$ cat src/rtl/keypad_entry_buffer_pkg.sv
// Shared types and constants for the keypad entry buffer: key indices, FSM states,
// 7-segment patterns and the binary-width helper.
package keypad_pkg;

    typedef logic [3:0] bcd_t;

    localparam int KEY_BKSP  = 10;
    localparam int KEY_CLR   = 11;
    localparam int KEY_ENTER = 12;
    localparam int NUM_KEYS  = 13;

    typedef enum logic [1:0] {IDLE, CONVERT, HOLD} state_t;

    // Active-low segments, bit 0 = a .. bit 6 = g; entry 10 is the blank pattern.
    localparam int SEG_BLANK = 10;
    localparam logic [10:0][6:0] SEG_LUT = {
        7'h7F, 7'h10, 7'h00, 7'h78, 7'h02, 7'h12,
        7'h19, 7'h30, 7'h24, 7'h79, 7'h40
    };

    function automatic logic [6:0] seg7(input bcd_t d);
        return (d <= 4'd9) ? SEG_LUT[d] : SEG_LUT[SEG_BLANK];
    endfunction

    // Bits needed to hold any n-digit decimal value.
    function automatic int val_w(input int n);
        longint p;
        p = 1;
        for (int i = 0; i < n; i++) p = p * 64'd10;
        return $clog2(p);
    endfunction

endpackage

$ cat src/rtl/keypad_entry_buffer_if.sv
// Output-side bundle of the keypad entry buffer: entry state, converted value and its
// valid/ready handshake. seg_o exists only when KEYPAD_SEG_EN is defined.
interface keypad_entry_buffer_if import keypad_pkg::*; #(
    parameter int NUM_DIGITS = 4
);
    localparam int VAL_W = val_w(NUM_DIGITS);
    localparam int CNT_W = $clog2(NUM_DIGITS + 1);

    logic [4*NUM_DIGITS-1:0] digits_o;
    logic [CNT_W-1:0]        count_o;
    logic                    overflow_o;
    logic [VAL_W-1:0]        value_o;
    logic                    valid_o;
    logic                    ready_i;
    logic                    busy_o;
`ifdef KEYPAD_SEG_EN
    logic [7*NUM_DIGITS-1:0] seg_o;
`endif

    modport master (
`ifdef KEYPAD_SEG_EN
        output seg_o,
`endif
        output digits_o, count_o, overflow_o, value_o, valid_o, busy_o,
        input  ready_i
    );

    modport slave (
`ifdef KEYPAD_SEG_EN
        input  seg_o,
`endif
        input  digits_o, count_o, overflow_o, value_o, valid_o, busy_o,
        output ready_i
    );

endinterface

$ cat src/rtl/keypad_key_filter.sv
// Synchronises and debounces the 13 raw keys, then emits a one-cycle strobe with the
// key code when the accepted vector goes from all-zero to exactly one key.
module keypad_key_filter import keypad_pkg::*; #(
    parameter int DEBOUNCE_CYCLES = 16
) (
    input  logic                clk,
    input  logic                reset,
    input  logic [NUM_KEYS-1:0] keys,
    output logic                evt_o,
    output logic [3:0]          code_o
);
    localparam int CNT_W = $clog2(DEBOUNCE_CYCLES + 1);
    localparam logic [CNT_W-1:0] CNT_MAX = CNT_W'(DEBOUNCE_CYCLES);

    logic [NUM_KEYS-1:0] sync1, sync2, cand, stable;
    logic [CNT_W-1:0]    cnt;
    logic                armed;
    logic                single;
    logic [3:0]          enc;

    assign single = (stable != '0) && ((stable & (stable - 1'b1)) == '0);

    always_comb begin
        enc = '0;
        for (int i = 0; i < NUM_KEYS; i++)
            if (stable[i]) enc = 4'(i);
    end

    always_ff @(posedge clk or negedge reset) begin
        if (!reset) begin
            sync1  <= '0;
            sync2  <= '0;
            cand   <= '0;
            stable <= '0;
            cnt    <= '0;
            armed  <= 1'b0;
            evt_o  <= 1'b0;
            code_o <= '0;
        end else begin
            sync1 <= keys;
            sync2 <= sync1;
            // cnt is the run length of identical samples; accept on the Nth.
            if (sync2 != cand) begin
                cand <= sync2;
                cnt  <= CNT_W'(1);
            end else if (cnt != CNT_MAX) begin
                cnt <= cnt + 1'b1;
                if (cnt == CNT_MAX - 1'b1) stable <= cand;
            end
            // armed = accepted vector was all-zero last cycle, so only a direct
            // zero-to-one-hot transition fires and held keys never repeat.
            armed  <= (stable == '0);
            evt_o  <= armed && single;
            code_o <= enc;
        end
    end

endmodule

$ cat src/rtl/keypad_entry_buffer.sv
// Keypad entry buffer: BCD digit entry with backspace/clear, Horner conversion to
// binary on enter, result on a valid/ready port. Define KEYPAD_SEG_EN for seg_o.
module keypad_entry_buffer import keypad_pkg::*; #(
    parameter int NUM_DIGITS      = 4,
    parameter int DEBOUNCE_CYCLES = 16
) (
    input  logic       clk,
    input  logic       reset,
    input  logic [9:0] key_digit,
    input  logic       key_bksp,
    input  logic       key_clr,
    input  logic       key_enter,
    keypad_entry_buffer_if.master bus
);
    localparam int VAL_W = val_w(NUM_DIGITS);
    localparam int CNT_W = $clog2(NUM_DIGITS + 1);
    localparam int IDX_W = (NUM_DIGITS > 1) ? $clog2(NUM_DIGITS) : 1;

    logic       evt;
    logic [3:0] code;

    keypad_key_filter #(.DEBOUNCE_CYCLES(DEBOUNCE_CYCLES)) u_filter (
        .clk    (clk),
        .reset  (reset),
        .keys   ({key_enter, key_clr, key_bksp, key_digit}),
        .evt_o  (evt),
        .code_o (code)
    );

    bcd_t [NUM_DIGITS-1:0] ent_q, conv_q;
    logic [CNT_W-1:0]      cnt_q;
    logic                  ovf_q;
    state_t                state_q, state_n;
    logic [IDX_W-1:0]      idx_q;
    logic [VAL_W-1:0]      acc_q, val_q, acc_nx;

    logic is_digit, is_bksp, is_clr, enter_go;
    assign is_digit = evt && (code <= 4'd9);
    assign is_bksp  = evt && (code == 4'(KEY_BKSP));
    assign is_clr   = evt && (code == 4'(KEY_CLR));
    assign enter_go = evt && (code == 4'(KEY_ENTER)) && (state_q == IDLE);

    // Widened concatenations keep the shifts legal for a single-digit buffer.
    logic [4*NUM_DIGITS+3:0] up_w, dn_w;
    assign up_w = {ent_q, code};
    assign dn_w = {4'h0, ent_q};

    always_ff @(posedge clk or negedge reset) begin
        if (!reset) begin
            ent_q  <= '0;
            conv_q <= '0;
            cnt_q  <= '0;
            ovf_q  <= 1'b0;
        end else begin
            ovf_q <= 1'b0;
            if (enter_go) begin
                conv_q <= ent_q;
                ent_q  <= '0;
                cnt_q  <= '0;
            end else if (is_digit) begin
                if (cnt_q != CNT_W'(NUM_DIGITS)) begin
                    ent_q <= up_w[4*NUM_DIGITS-1:0];
                    cnt_q <= cnt_q + 1'b1;
                end else begin
                    ovf_q <= 1'b1;
                end
            end else if (is_bksp && (cnt_q != '0)) begin
                ent_q <= dn_w[4*NUM_DIGITS+3:4];
                cnt_q <= cnt_q - 1'b1;
            end else if (is_clr) begin
                ent_q <= '0;
                cnt_q <= '0;
            end
        end
    end

    always_ff @(posedge clk or negedge reset) begin
        if (!reset) state_q <= IDLE;
        else        state_q <= state_n;
    end

    always_comb begin
        state_n = state_q;
        case (state_q)
            IDLE:    if (enter_go) state_n = CONVERT;
            CONVERT: if (idx_q == '0) state_n = HOLD;
            HOLD:    if (bus.ready_i) state_n = IDLE;
            default: state_n = IDLE;
        endcase
    end

    // Horner step, most significant snapshot digit first; the result always fits VAL_W.
    assign acc_nx = acc_q * VAL_W'(10) + VAL_W'(conv_q[idx_q]);

    always_ff @(posedge clk or negedge reset) begin
        if (!reset) begin
            idx_q <= '0;
            acc_q <= '0;
            val_q <= '0;
        end else if (enter_go) begin
            idx_q <= IDX_W'(NUM_DIGITS - 1);
            acc_q <= '0;
        end else if (state_q == CONVERT) begin
            acc_q <= acc_nx;
            idx_q <= idx_q - 1'b1;
            if (idx_q == '0) val_q <= acc_nx;
        end
    end

    assign bus.digits_o   = ent_q;
    assign bus.count_o    = cnt_q;
    assign bus.overflow_o = ovf_q;
    assign bus.value_o    = val_q;
    assign bus.valid_o    = (state_q == HOLD);
    assign bus.busy_o     = (state_q == CONVERT);

`ifdef KEYPAD_SEG_EN
    logic [NUM_DIGITS-1:0][6:0] seg_q;

    always_ff @(posedge clk or negedge reset) begin
        if (!reset) begin
            seg_q <= {NUM_DIGITS{SEG_LUT[SEG_BLANK]}};
        end else begin
            for (int i = 0; i < NUM_DIGITS; i++)
                seg_q[i] <= (CNT_W'(i) < cnt_q) ? seg7(ent_q[i]) : SEG_LUT[SEG_BLANK];
        end
    end

    assign bus.seg_o = seg_q;
`endif

endmodule

$ cat src/flat_wrapper.sv
// flat-port wrapper written by rule: the top's interface ports become plain ports
module keypad_entry_buffer_flat import keypad_pkg::*;
#(
    parameter int NUM_DIGITS      = 4,
    parameter int DEBOUNCE_CYCLES = 16
)
  (clk, reset, key_digit, key_bksp, key_clr, key_enter, bus_digits_o, bus_count_o, bus_overflow_o, bus_value_o, bus_valid_o, bus_busy_o, bus_ready_i);
  keypad_entry_buffer_if #(.NUM_DIGITS(NUM_DIGITS)) bus_i ();
  input  logic clk;
  input  logic reset;
  input  logic [9:0] key_digit;
  input  logic key_bksp;
  input  logic key_clr;
  input  logic key_enter;
  output wire logic [$bits(bus_i.digits_o)-1:0] bus_digits_o;
  output wire logic [$bits(bus_i.count_o)-1:0] bus_count_o;
  output wire logic [$bits(bus_i.overflow_o)-1:0] bus_overflow_o;
  output wire logic [$bits(bus_i.value_o)-1:0] bus_value_o;
  output wire logic [$bits(bus_i.valid_o)-1:0] bus_valid_o;
  output wire logic [$bits(bus_i.busy_o)-1:0] bus_busy_o;
  input wire logic [$bits(bus_i.ready_i)-1:0] bus_ready_i;
  assign bus_digits_o = bus_i.digits_o;
  assign bus_count_o = bus_i.count_o;
  assign bus_overflow_o = bus_i.overflow_o;
  assign bus_value_o = bus_i.value_o;
  assign bus_valid_o = bus_i.valid_o;
  assign bus_busy_o = bus_i.busy_o;
  assign bus_i.ready_i = bus_ready_i;
  keypad_entry_buffer #(.NUM_DIGITS(NUM_DIGITS), .DEBOUNCE_CYCLES(DEBOUNCE_CYCLES)) u_core (.clk(clk), .reset(reset), .key_digit(key_digit), .key_bksp(key_bksp), .key_clr(key_clr), .key_enter(key_enter), .bus(bus_i));
endmodule
$ cat config.mk
export PLATFORM = sky130hd
export DESIGN_NAME = keypad_entry_buffer_flat
export DESIGN_NICKNAME = d
export VERILOG_FILES = /design/src/rtl/keypad_entry_buffer_pkg.sv /design/src/rtl/keypad_entry_buffer_if.sv /design/src/rtl/keypad_key_filter.sv /design/src/rtl/keypad_entry_buffer.sv /design/src/flat_wrapper.sv
export SDC_FILE = /design/constraint.sdc
export NUM_CORES = 1
export LEC_CHECK = 0
export CAP_MARGIN = 25
export CELL_PAD_IN_SITES_DETAIL_PLACEMENT = 1
export CELL_PAD_IN_SITES_GLOBAL_PLACEMENT = 1
export CORE_ASPECT_RATIO = 1.4
export CORE_MARGIN = 5
export CORE_UTILIZATION = 48
export CTS_BUF_LIST = sky130_fd_sc_hd__clkbuf_4
export CTS_CLUSTER_SIZE = 8
export DETAILED_ROUTE_END_ITERATION = 7
export PLACE_DENSITY_LB_ADDON = 0.1
export SLEW_MARGIN = 25
export SYNTH_ARGS = -nofsm -noshare
export SYNTH_HDL_FRONTEND = slang
export SYNTH_HIERARCHICAL = 1
export SYNTH_SLANG_ARGS = --single-unit
$ cat constraint.sdc
create_clock -name clk -period 3.5 [get_ports clk]
set_input_delay 0.35 -clock clk [delete_from_list [all_inputs] [get_ports clk]]
set_output_delay 0.35 -clock clk [all_outputs]
set_load 0.1 [all_outputs]
==> flow_summary.json, run 1 <==
{
  "post-route-period-util_pct": 87.7,
  "synthArstFlopShare_pct": 100,
  "grt_usage_pct": 19.1,
  "drt_pass1_iterations": 4,
  "io_buffers": 51,
  "crit_required_ns": 3.89,
  "ioPinCount": 52,
  "nNetsFinal": 626,
  "worst_pin_slew_ns": 0.992,
  "synth_flop_cell": "dfrtp_1",
  "syn-instance-count": 531,
  "grt_pass1_wl_mm": 22.5,
  "grt_pass1_vias": 4521,
  "cts_buffers": 17,
  "dp_hpwl_mm": 9.65,
  "skew_ns": 0.0234,
  "synth_nets": 578,
  "core_area_um2": 12300,
  "p_comb_share_pct": 2.6,
  "cts-root-buf": "clkbuf_4",
  "r2r_setup_slack_ns": 0.43,
  "finalPower_mw": 2.62,
  "drv_cap": 0,
  "reg2reg_to": "u_core/acc_q[12]$_DFFE_PN0P_",
  "synthToLayoutAreaGrowth_pct": 15.7,
  "holdPathStages": 1,
  "grt_max_degree": 73,
  "holdWs_ns": 0.249,
  "gp_congestion": 0.802,
  "leakagePower_nw": 3.12,
  "clk_latency_ns": 0.52,
  "max-slew-margin-rel_pct": 33.7,
  "start_util_pct": 48.5,
  "rows": 48,
  "fmax_mhz": 326,
  "grt_antenna_before_repair": 1,
  "drt_iter0_drc": 114,
  "die_y_um": 142,
  "min_period_ns": 3.07,
  "post_cts_resized": 0,
  "htree_levels": 4,
  "hold_violations": 0,
  "synth_enable_flop_cells": 0,
  "min_to": "u_core/u_filter/sync1[6]$_DFF_PN0_",
  "vdd_drop_max_uv": 276,
  "p_int_mw": 1.99,
  "final_cell_mix": "dfrtp_1, nand2_1, clkdlybuf4s50_1",
  "routed_wl_mm": 13.2,
  "slew_violations": 0,
  "post_drt_wl_per_cell_um": 17.8,
  "ys_ff_latch": 130,
  "fin_util_pct": 56.1,
  "clockBufferDepth": 2,
  "clk_pin_slew_ns": 0.13,
  "p_clk_share_pct": 38.7,
  "netlist-cell-type-count": 59,
  "drt_drc_violations_left": 0,
  "vias_per_cell": 5.44,
  "power.share.switching_pct": 24.0,
  "cts_setup_buffers": 0,
  "critPathKind": "reg -> reg",
  "netlist_area_um2": 5940,
  "power.density_nw_per_um2": 381,
  "arrival_ns": 3.46,
  "path_max_fanout": 4,
  "postCtsHoldBufs": 1,
  "yosys_warnings": 6,
  "syn_avg_cell_area_um2": 11.2,
  "status": "finished, final reports clean",
  "hold_path_class": "in -> reg",
  "p_switching_mw": 0.629,
  "ant_nets": 0,
  "reg2regPathDepth": 10,
  "cts_tree": "done",
  "die_w_um": 104,
  "r2r-start": "u_core/acc_q[1]$_DFFE_PN0P_",
  "drive_above_1_share_pct": 13.7,
  "end_kind": "register",
  "seq_area_frac_synth_pct": 54.7,
  "layout.cells.most_common": "dfrtp_1",
  "rsz0062_at_grt": "false",
  "die-area_um2": 14700,
  "via_count": 4039,
  "fill_cells": 1320,
  "cts_sinks": 130,
  "cp-start-kind": "register",
  "tns_ns": 0,
  "setup_violations": 0,
  "hold_start": "key_digit[6]",
  "pwr-share-seq_pct": 58.7,
  "overflow": 0
}
## power groups by stage
stage	clock network [mW]	registers [mW]	logic [mW]
after floorplan	0	1.56	0.0206
after global placement	0	1.57	0.0686
after detailed placement	0	1.57	0.0711
after CTS	1.06	1.54	0.0727
after global routing	1.13	1.54	0.0794
final	1.01	1.54	0.0692
## routing by layer
layer  up-vias  track usage [%]  wire (um)
met1      2020             22.3       5490
met5         -                0          0
met3        20             2.91        301
li1       1936                -          -
met2        63             35.0       7200
met4         0             7.71        234
## logic make-up (layout without fill, tap and decap cells)
kind of cell               Yosys count  after routing  share of synthesized area, %
muxes                               21             21                          4.71
AOI/OAI and AO/OA                  107            107                          11.5
DFF                                130            130                          54.7
other                                0              1                             0
and+or+nand+nor                    153            153                          13.0
buffers and inverters               51            112                          3.66
xor gates and xnor gates            38             38                          5.60
adders and majority gates           31             31                          6.78
## sequential cells by signal, indices dropped and copies added (netlist names)
register,count
u_core/u_filter/cnt,5
u_core/bus.value_o,14
u_core/u_filter/cand,13
u_core/bus.count_o,3
u_core/bus.overflow_o,1
u_core/u_filter/code_o,4
u_core/idx_q,2
u_core/bus.digits_o,16
u_core/u_filter/evt_o,1
u_core/state_q,2
u_core/u_filter/sync2,13
u_core/u_filter/sync1,13
u_core/u_filter/stable,13
u_core/acc_q,13
u_core/u_filter/armed,1
u_core/conv_q,16
## worst max-delay path, cell delays in order (launching register included)
cell      delay [ns]
dfrtp_1         0.42
ha_1            0.30
ha_1            0.23
fa_1            0.40
a211oi_1        0.38
nor2_1          0.11
xor2_1          0.31
nand4_1         0.20
nor3b_1         0.28
xor2_1          0.22
o21ai_0         0.11
## final cells by class
type	instances	area, um^2	share of cell area [%]
well taps	150	188	2.73
diodes	1	2.50	0.0364
flip-flops and latches	130	3250	47.3
clock buffers	18	135	1.96
multi-input cells	350	2470	36.0
clock inverters	14	158	2.29
inverters	20	75.1	1.09
repair buffers	60	592	8.60
## worst max path at each step
stage                                start                                 end
2_1_floorplan  u_core/acc_q[1]$_DFFE_PN0P_  u_core/bus.value_o[12]$_DFFE_PN0P_
4_1_cts        u_core/acc_q[1]$_DFFE_PN0P_        u_core/acc_q[12]$_DFFE_PN0P_
5_1_grt        u_core/acc_q[3]$_DFFE_PN0P_  u_core/bus.value_o[12]$_DFFE_PN0P_
3_3_place_gp   u_core/acc_q[1]$_DFFE_PN0P_        u_core/acc_q[12]$_DFFE_PN0P_
3_5_place_dp   u_core/acc_q[1]$_DFFE_PN0P_        u_core/acc_q[12]$_DFFE_PN0P_
6_report       u_core/acc_q[1]$_DFFE_PN0P_        u_core/acc_q[12]$_DFFE_PN0P_
## synthesized netlist by cell type (all sizes together) (5+ instances only)
master / number / area [um^2]
nor2: 28 / 108
xnor2: 21 / 184
nand3: 20 / 100
ha: 29 / 363
a22oi: 12 / 104
nand2b: 5 / 31.3
nor3: 7 / 46.3
buf: 5 / 45.0
nor4: 5 / 52.6
clkbuf: 26 / 97.6
dfrtp: 130 / 3250
a21oi: 21 / 135
xor2: 17 / 149
nand2: 65 / 244
mux2: 16 / 180
inv: 19 / 71.3
o21ai: 45 / 225
## stage by stage
stage	setup WS, ns	instance area [um^2]	std cells
floorplan	0.759	5940	531
global placement	0.514	6570	709
detailed placement	0.432	6570	709
CTS	0.425	6870	742
global route	0.208	6880	743
finish	0.432	6880	743
Note: power is estimated with default switching activity, not from simulation.
==> run 2: changes to the inputs <==
- CORE_MARGIN: 5 -> 8
- CORE_UTILIZATION: 48 -> 45
- GPL_TIMING_DRIVEN: default -> 1
==> flow_summary.json, run 2 (same netlist as run 1, synthesis figures left out) <==
{
  "vdd_drop_max_uv": 302,
  "final_cell_count_no_fill": 745,
  "grt_antenna_before_repair": 0,
  "power.share.switching_pct": 24.3,
  "synthToLayoutAreaGrowth_pct": 15.8,
  "core_area_um2": 12900,
  "start_util_pct": 46.2,
  "critPathKind": "reg -> reg",
  "drt_pass1_iterations": 4,
  "cts_buffers": 17,
  "crit_required_ns": 3.89,
  "die_y_um": 152,
  "diodes": 0,
  "clk_latency_ns": 0.51,
  "post_drt_wl_per_cell_um": 18.0,
  "clockBufferDepth": 2,
  "status": "finished, final reports clean",
  "grt_max_degree": 62,
  "fmax_mhz": 320,
  "gp_congestion": 0.813,
  "hold_path_class": "in -> reg",
  "p_comb_share_pct": 2.6,
  "drv_cap": 0,
  "crit_path_top_delay_cell": "a211oi_1",
  "drive_above_1_share_pct": 13.7,
  "slew_violations": 0,
  "tns_ns": 0,
  "final_cell_mix": "dfrtp_1, nand2_1, clkdlybuf4s50_1",
  "skew_ns": 0.0245,
  "worst-path-buf-inv": 0,
  "min_period_ns": 3.13,
  "dp_slack_ns": 0.376,
  "grt_pass1_vias": 4531,
  "stdcell_area_um2": 6880,
  "cts_sinks": 130,
  "rsz0062_at_grt": "false",
  "nNetsFinal": 626,
  "hold_violations": 0,
  "p_int_mw": 1.99,
  "grt_usage_pct": 16.7,
  "crit_path_max_incr_delay_ns": 0.44,
  "drt_iter0_drc": 96,
  "p_clk_share_pct": 39.1,
  "ant_nets": 0,
  "power.density_nw_per_um2": 383,
  "post-route-period-util_pct": 89.3,
  "setup_ws_ns": 0.373,
  "routed_wl_mm": 13.4,
  "end_kind": "register",
  "layout.cells.most_common": "dfrtp_1",
  "setup_violations": 0,
  "die_w_um": 113,
  "pwr-share-seq_pct": 58.3,
  "cp-start-kind": "register",
  "grt_pass1_wl_mm": 23.0,
  "overflow": 0,
  "rows": 49,
  "path_max_fanout": 4,
  "crit_chain": "ha_1 > ha_1 > fa_1 > a211oi_1 > nor2_1 > xor2_1 > nand4_1 > nor3b_1 > xor2_1 > o21ai_0",
  "p_switching_mw": 0.641,
  "htree_levels": 4,
  "vias_per_cell": 5.47,
  "cts-root-buf": "clkbuf_4",
  "dp_hpwl_mm": 9.75,
  "cts_setup_buffers": 0,
  "via_count": 4073,
  "clk_pin_slew_ns": 0.13,
  "crit_family": "adder cells",
  "leakagePower_nw": 3.12,
  "max-slew-margin-rel_pct": 31.9,
  "ioPinCount": 52,
  "die-area_um2": 17200,
  "io_buffers": 51,
  "place_inst": 712,
  "postPlaceCellArea_um2": 6590,
  "drt_drc_violations_left": 0,
  "worst_pin_slew_ns": 1.02,
  "cts_tree": "done",
  "arrival_ns": 3.52
}
-- run 2: changes by cell type in the layout (fill, tap and decap cells not counted) --
| cell | previous run | this run |
|---|---|---|
| buf_6 | 1 | 0 |
| diode_2 | 1 | 0 |
| inv_6 | 2 | 4 |
| buf_12 | 1 | 2 |
| clkinv_2 | 1 | 2 |
| clkinv_4 | 6 | 3 |
-- run 2: final timing paths --
check | from | slack [ns] | cells past startpoint | end
worst max-delay path | u_core/acc_q[1]$_DFFE_PN0P_ | 0.37 | 10 | u_core/bus.value_o[12]$_DFFE_PN0P_
worst min-delay path | key_digit[2] | 0.26 | 1 | u_core/u_filter/sync1[2]$_DFF_PN0_
worst max register to register | u_core/acc_q[1]$_DFFE_PN0P_ | 0.37 | 10 | u_core/bus.value_o[12]$_DFFE_PN0P_
worst min register to register | u_core/u_filter/sync1[6]$_DFF_PN0_ | 0.35 | 0 | u_core/u_filter/sync2[6]$_DFF_PN0_
max in group asynchronous | reset | 2.34 | 3 | u_core/bus.value_o[4]$_DFFE_PN0P_
min in group asynchronous | reset | 0.39 | 2 | u_core/bus.digits_o[4]$_DFFE_PN0P_
-- run 2: per-stage QoR --
step | power [mW] | utilization [%] | hold slack [ns]
after global routing | 2.75 | 53.5 | 0.217
final | 2.64 | 53.5 | 0.258
after detailed placement | 1.64 | 51.1 | 0.336
after CTS | 2.68 | 53.5 | 0.206
after floorplan | 1.58 | - | 0.0544
after global placement | 1.63 | 51.1 | 0.332
-- run 2: area by class of cell --
| class | count | area (um^2) |
|---|---|---|
| flip-flops and latches | 130 | 3250 |
| multi-input cells | 350 | 2470 |
| repair buffers | 60 | 601 |
| clock inverters | 14 | 154 |
| clock buffers | 18 | 135 |
| inverters | 20 | 75.1 |
| well taps | 153 | 191 |
| fillers | 1376 | 5990 |
-- run 2: repair_timing --
action / in CTS / in global routing
endpoints found under the hold margin: 45 / 0
hold buffers: 1 / 0
resized for setup: 0 / 0
endpoints found under the setup margin: 0 / 0
-- run 2: metal layers --
layer  wire length, um  GRT usage, %
met5                 0             0
met4               191          5.35
met3               324          3.57
met2              7280          29.7
met1              5640          19.5
-- run 2: power groups by stage --
stage	logic, mW	registers, mW	clock network, mW
6_report	0.0686	1.54	1.03
5_1_grt	0.0795	1.54	1.13
4_1_cts	0.0727	1.54	1.07
3_5_place_dp	0.0709	1.57	0
3_3_place_gp	0.0694	1.56	0
2_1_floorplan	0.0206	1.56	0
==> run 3: changes to the inputs <==
- CORE_UTILIZATION: 45 -> 48
- SLEW_MARGIN: 25 -> 10
==> flow_summary.json, run 3 (same netlist as run 1, synthesis figures left out) <==
{
  "status": "finished, final reports clean",
  "path_max_fanout": 4,
  "nNetsFinal": 628,
  "post-route-period-util_pct": 88.4,
  "crit_required_ns": 3.91,
  "cts_sinks": 130,
  "pwr-share-seq_pct": 56.3,
  "hold_path_class": "in -> reg",
  "drt_pass1_iterations": 4,
  "crit_path_max_incr_delay_ns": 0.43,
  "min_period_ns": 3.09,
  "fmax_mhz": 323,
  "gp_congestion": 0.801,
  "cp-start-kind": "register",
  "cts_buffers": 17,
  "rsz0062_at_grt": "false",
  "power.density_nw_per_um2": 394,
  "worst-path-buf-inv": 0,
  "vdd_drop_max_uv": 335,
  "ant_nets": 0,
  "cts_tree": "done",
  "cts-root-buf": "clkbuf_4",
  "via_count": 4071,
  "grt_pass1_vias": 4408,
  "fin_util_pct": 56.9,
  "critPathKind": "reg -> reg",
  "hold_violations": 0,
  "die_y_um": 148,
  "crit_chain": "ha_1 > ha_1 > fa_1 > a211oi_1 > nor2_1 > xor2_1 > nand4_1 > nor3b_1 > xor2_1 > o21ai_0",
  "die_w_um": 110,
  "grt_antenna_before_repair": 1,
  "overflow": 0,
  "end_kind": "register",
  "clk_latency_ns": 0.52,
  "setup_violations": 0,
  "vias_per_cell": 5.46,
  "rows": 48,
  "worst_pin_slew_ns": 0.990,
  "die-area_um2": 16300,
  "max-slew-margin-rel_pct": 33.8,
  "drt_iter0_drc": 109,
  "drive_above_1_share_pct": 13.6,
  "core_area_um2": 12200,
  "power.share.switching_pct": 24.2,
  "crit_path_top_delay_cell": "dfrtp_1",
  "final_cell_mix": "dfrtp_1, nand2_1, clkdlybuf4s50_1",
  "p_clk_share_pct": 41.2,
  "drv_cap": 0,
  "drt_drc_violations_left": 0,
  "io_buffers": 51,
  "tns_ns": 0,
  "slew_violations": 0,
  "dp_hpwl_mm": 9.76,
  "arrival_ns": 3.50,
  "layout.cells.most_common": "dfrtp_1",
  "grt_pass1_wl_mm": 22.2,
  "start_util_pct": 48.8,
  "cts_setup_buffers": 0,
  "clk_pin_slew_ns": 0.13,
  "leakagePower_nw": 3.15,
  "skew_ns": 0.0246,
  "grt_max_degree": 63,
  "post_drt_wl_per_cell_um": 17.5,
  "ioPinCount": 52,
  "htree_levels": 4,
  "clockBufferDepth": 2,
  "p_switching_mw": 0.660,
  "synthToLayoutAreaGrowth_pct": 16.6,
  "routed_wl_mm": 13.1,
  "crit_family": "adder cells",
  "grt_usage_pct": 17.6,
  "p_comb_share_pct": 2.5,
  "p_int_mw": 2.07
}
## run 3: changes by cell type in the layout (fill, tap and decap cells not counted), sizes merged
cell,before,now
clkinvlp,3,1
buf,10,12
inv,23,27
clkinv,6,4
bufinv,2,3
diode,0,1
clkbuf,18,17
## run 3: layout make-up
cell class | count | area (um^2)
Multi-Input combinational cell | 350 | 2470
Sequential cell | 130 | 3250
Tap cell | 150 | 188
Fill cell | 1302 | 5260
Inverter | 20 | 75.1
Timing Repair Buffer | 62 | 623
Clock inverter | 15 | 191
Clock buffer | 17 | 128
Antenna cell | 1 | 2.50
## run 3: power groups by stage
stage               logic [mW]  clock network, mW  registers (mW)
floorplan               0.0206                  0            1.56
global placement        0.0689                  0            1.57
detailed placement      0.0703                  0            1.57
CTS                     0.0714               1.17            1.54
global route            0.0775               1.22            1.54
finish                  0.0676               1.12            1.54
## run 3: repair_timing
item,in CTS,in global routing
endpoints found under the hold margin,60,0
resized for setup,0,0
hold buffers,1,0
## run 3: per-stage QoR
step / worst slack, ns / power, mW / cell area [um^2] / hold slack [ns] / std cells
after global placement: 0.523 / 1.63 / 6580 / 0.332 / 710
after CTS: 0.411 / 2.78 / 6930 / 0.184 / 744
after detailed placement: 0.423 / 1.64 / 6600 / 0.337 / 711
after global routing: 0.135 / 2.84 / 6930 / 0.180 / 745
after floorplan: 0.759 / 1.58 / 5940 / 0.0544 / 531
final: 0.406 / 2.73 / 6930 / 0.249 / 745
## run 3: metal layers
metal / vias to the layer above / track usage (%) / part of all wire, % / wire [um]
met1: 2084 / 20.7 / 42 / 5450
li1: 1939 / - / - / -
met3: 8 / 3.70 / 2.5 / 322
met2: 40 / 30.5 / 55 / 7160
met5: - / 0 / 0 / 0
met4: 0 / 5.90 / 0.93 / 122
## run 3: path summary, 6_finish.rpt
path / from / to / slack, ns / depth (start not counted)
min: key_digit[6] / u_core/u_filter/sync1[6]$_DFF_PN0_ / 0.25 / 1
min in group asynchronous: reset / u_core/conv_q[3]$_DFFE_PN0P_ / 0.43 / 2
max in group asynchronous: reset / u_core/u_filter/cand[10]$_DFFE_PN0N_ / 2.24 / 3
max reg2reg: u_core/acc_q[1]$_DFFE_PN0P_ / u_core/bus.value_o[12]$_DFFE_PN0P_ / 0.41 / 10
min reg2reg: u_core/u_filter/sync1[3]$_DFF_PN0_ / u_core/u_filter/sync2[3]$_DFF_PN0_ / 0.34 / 0
max: u_core/acc_q[1]$_DFFE_PN0P_ / u_core/bus.value_o[12]$_DFFE_PN0P_ / 0.41 / 10
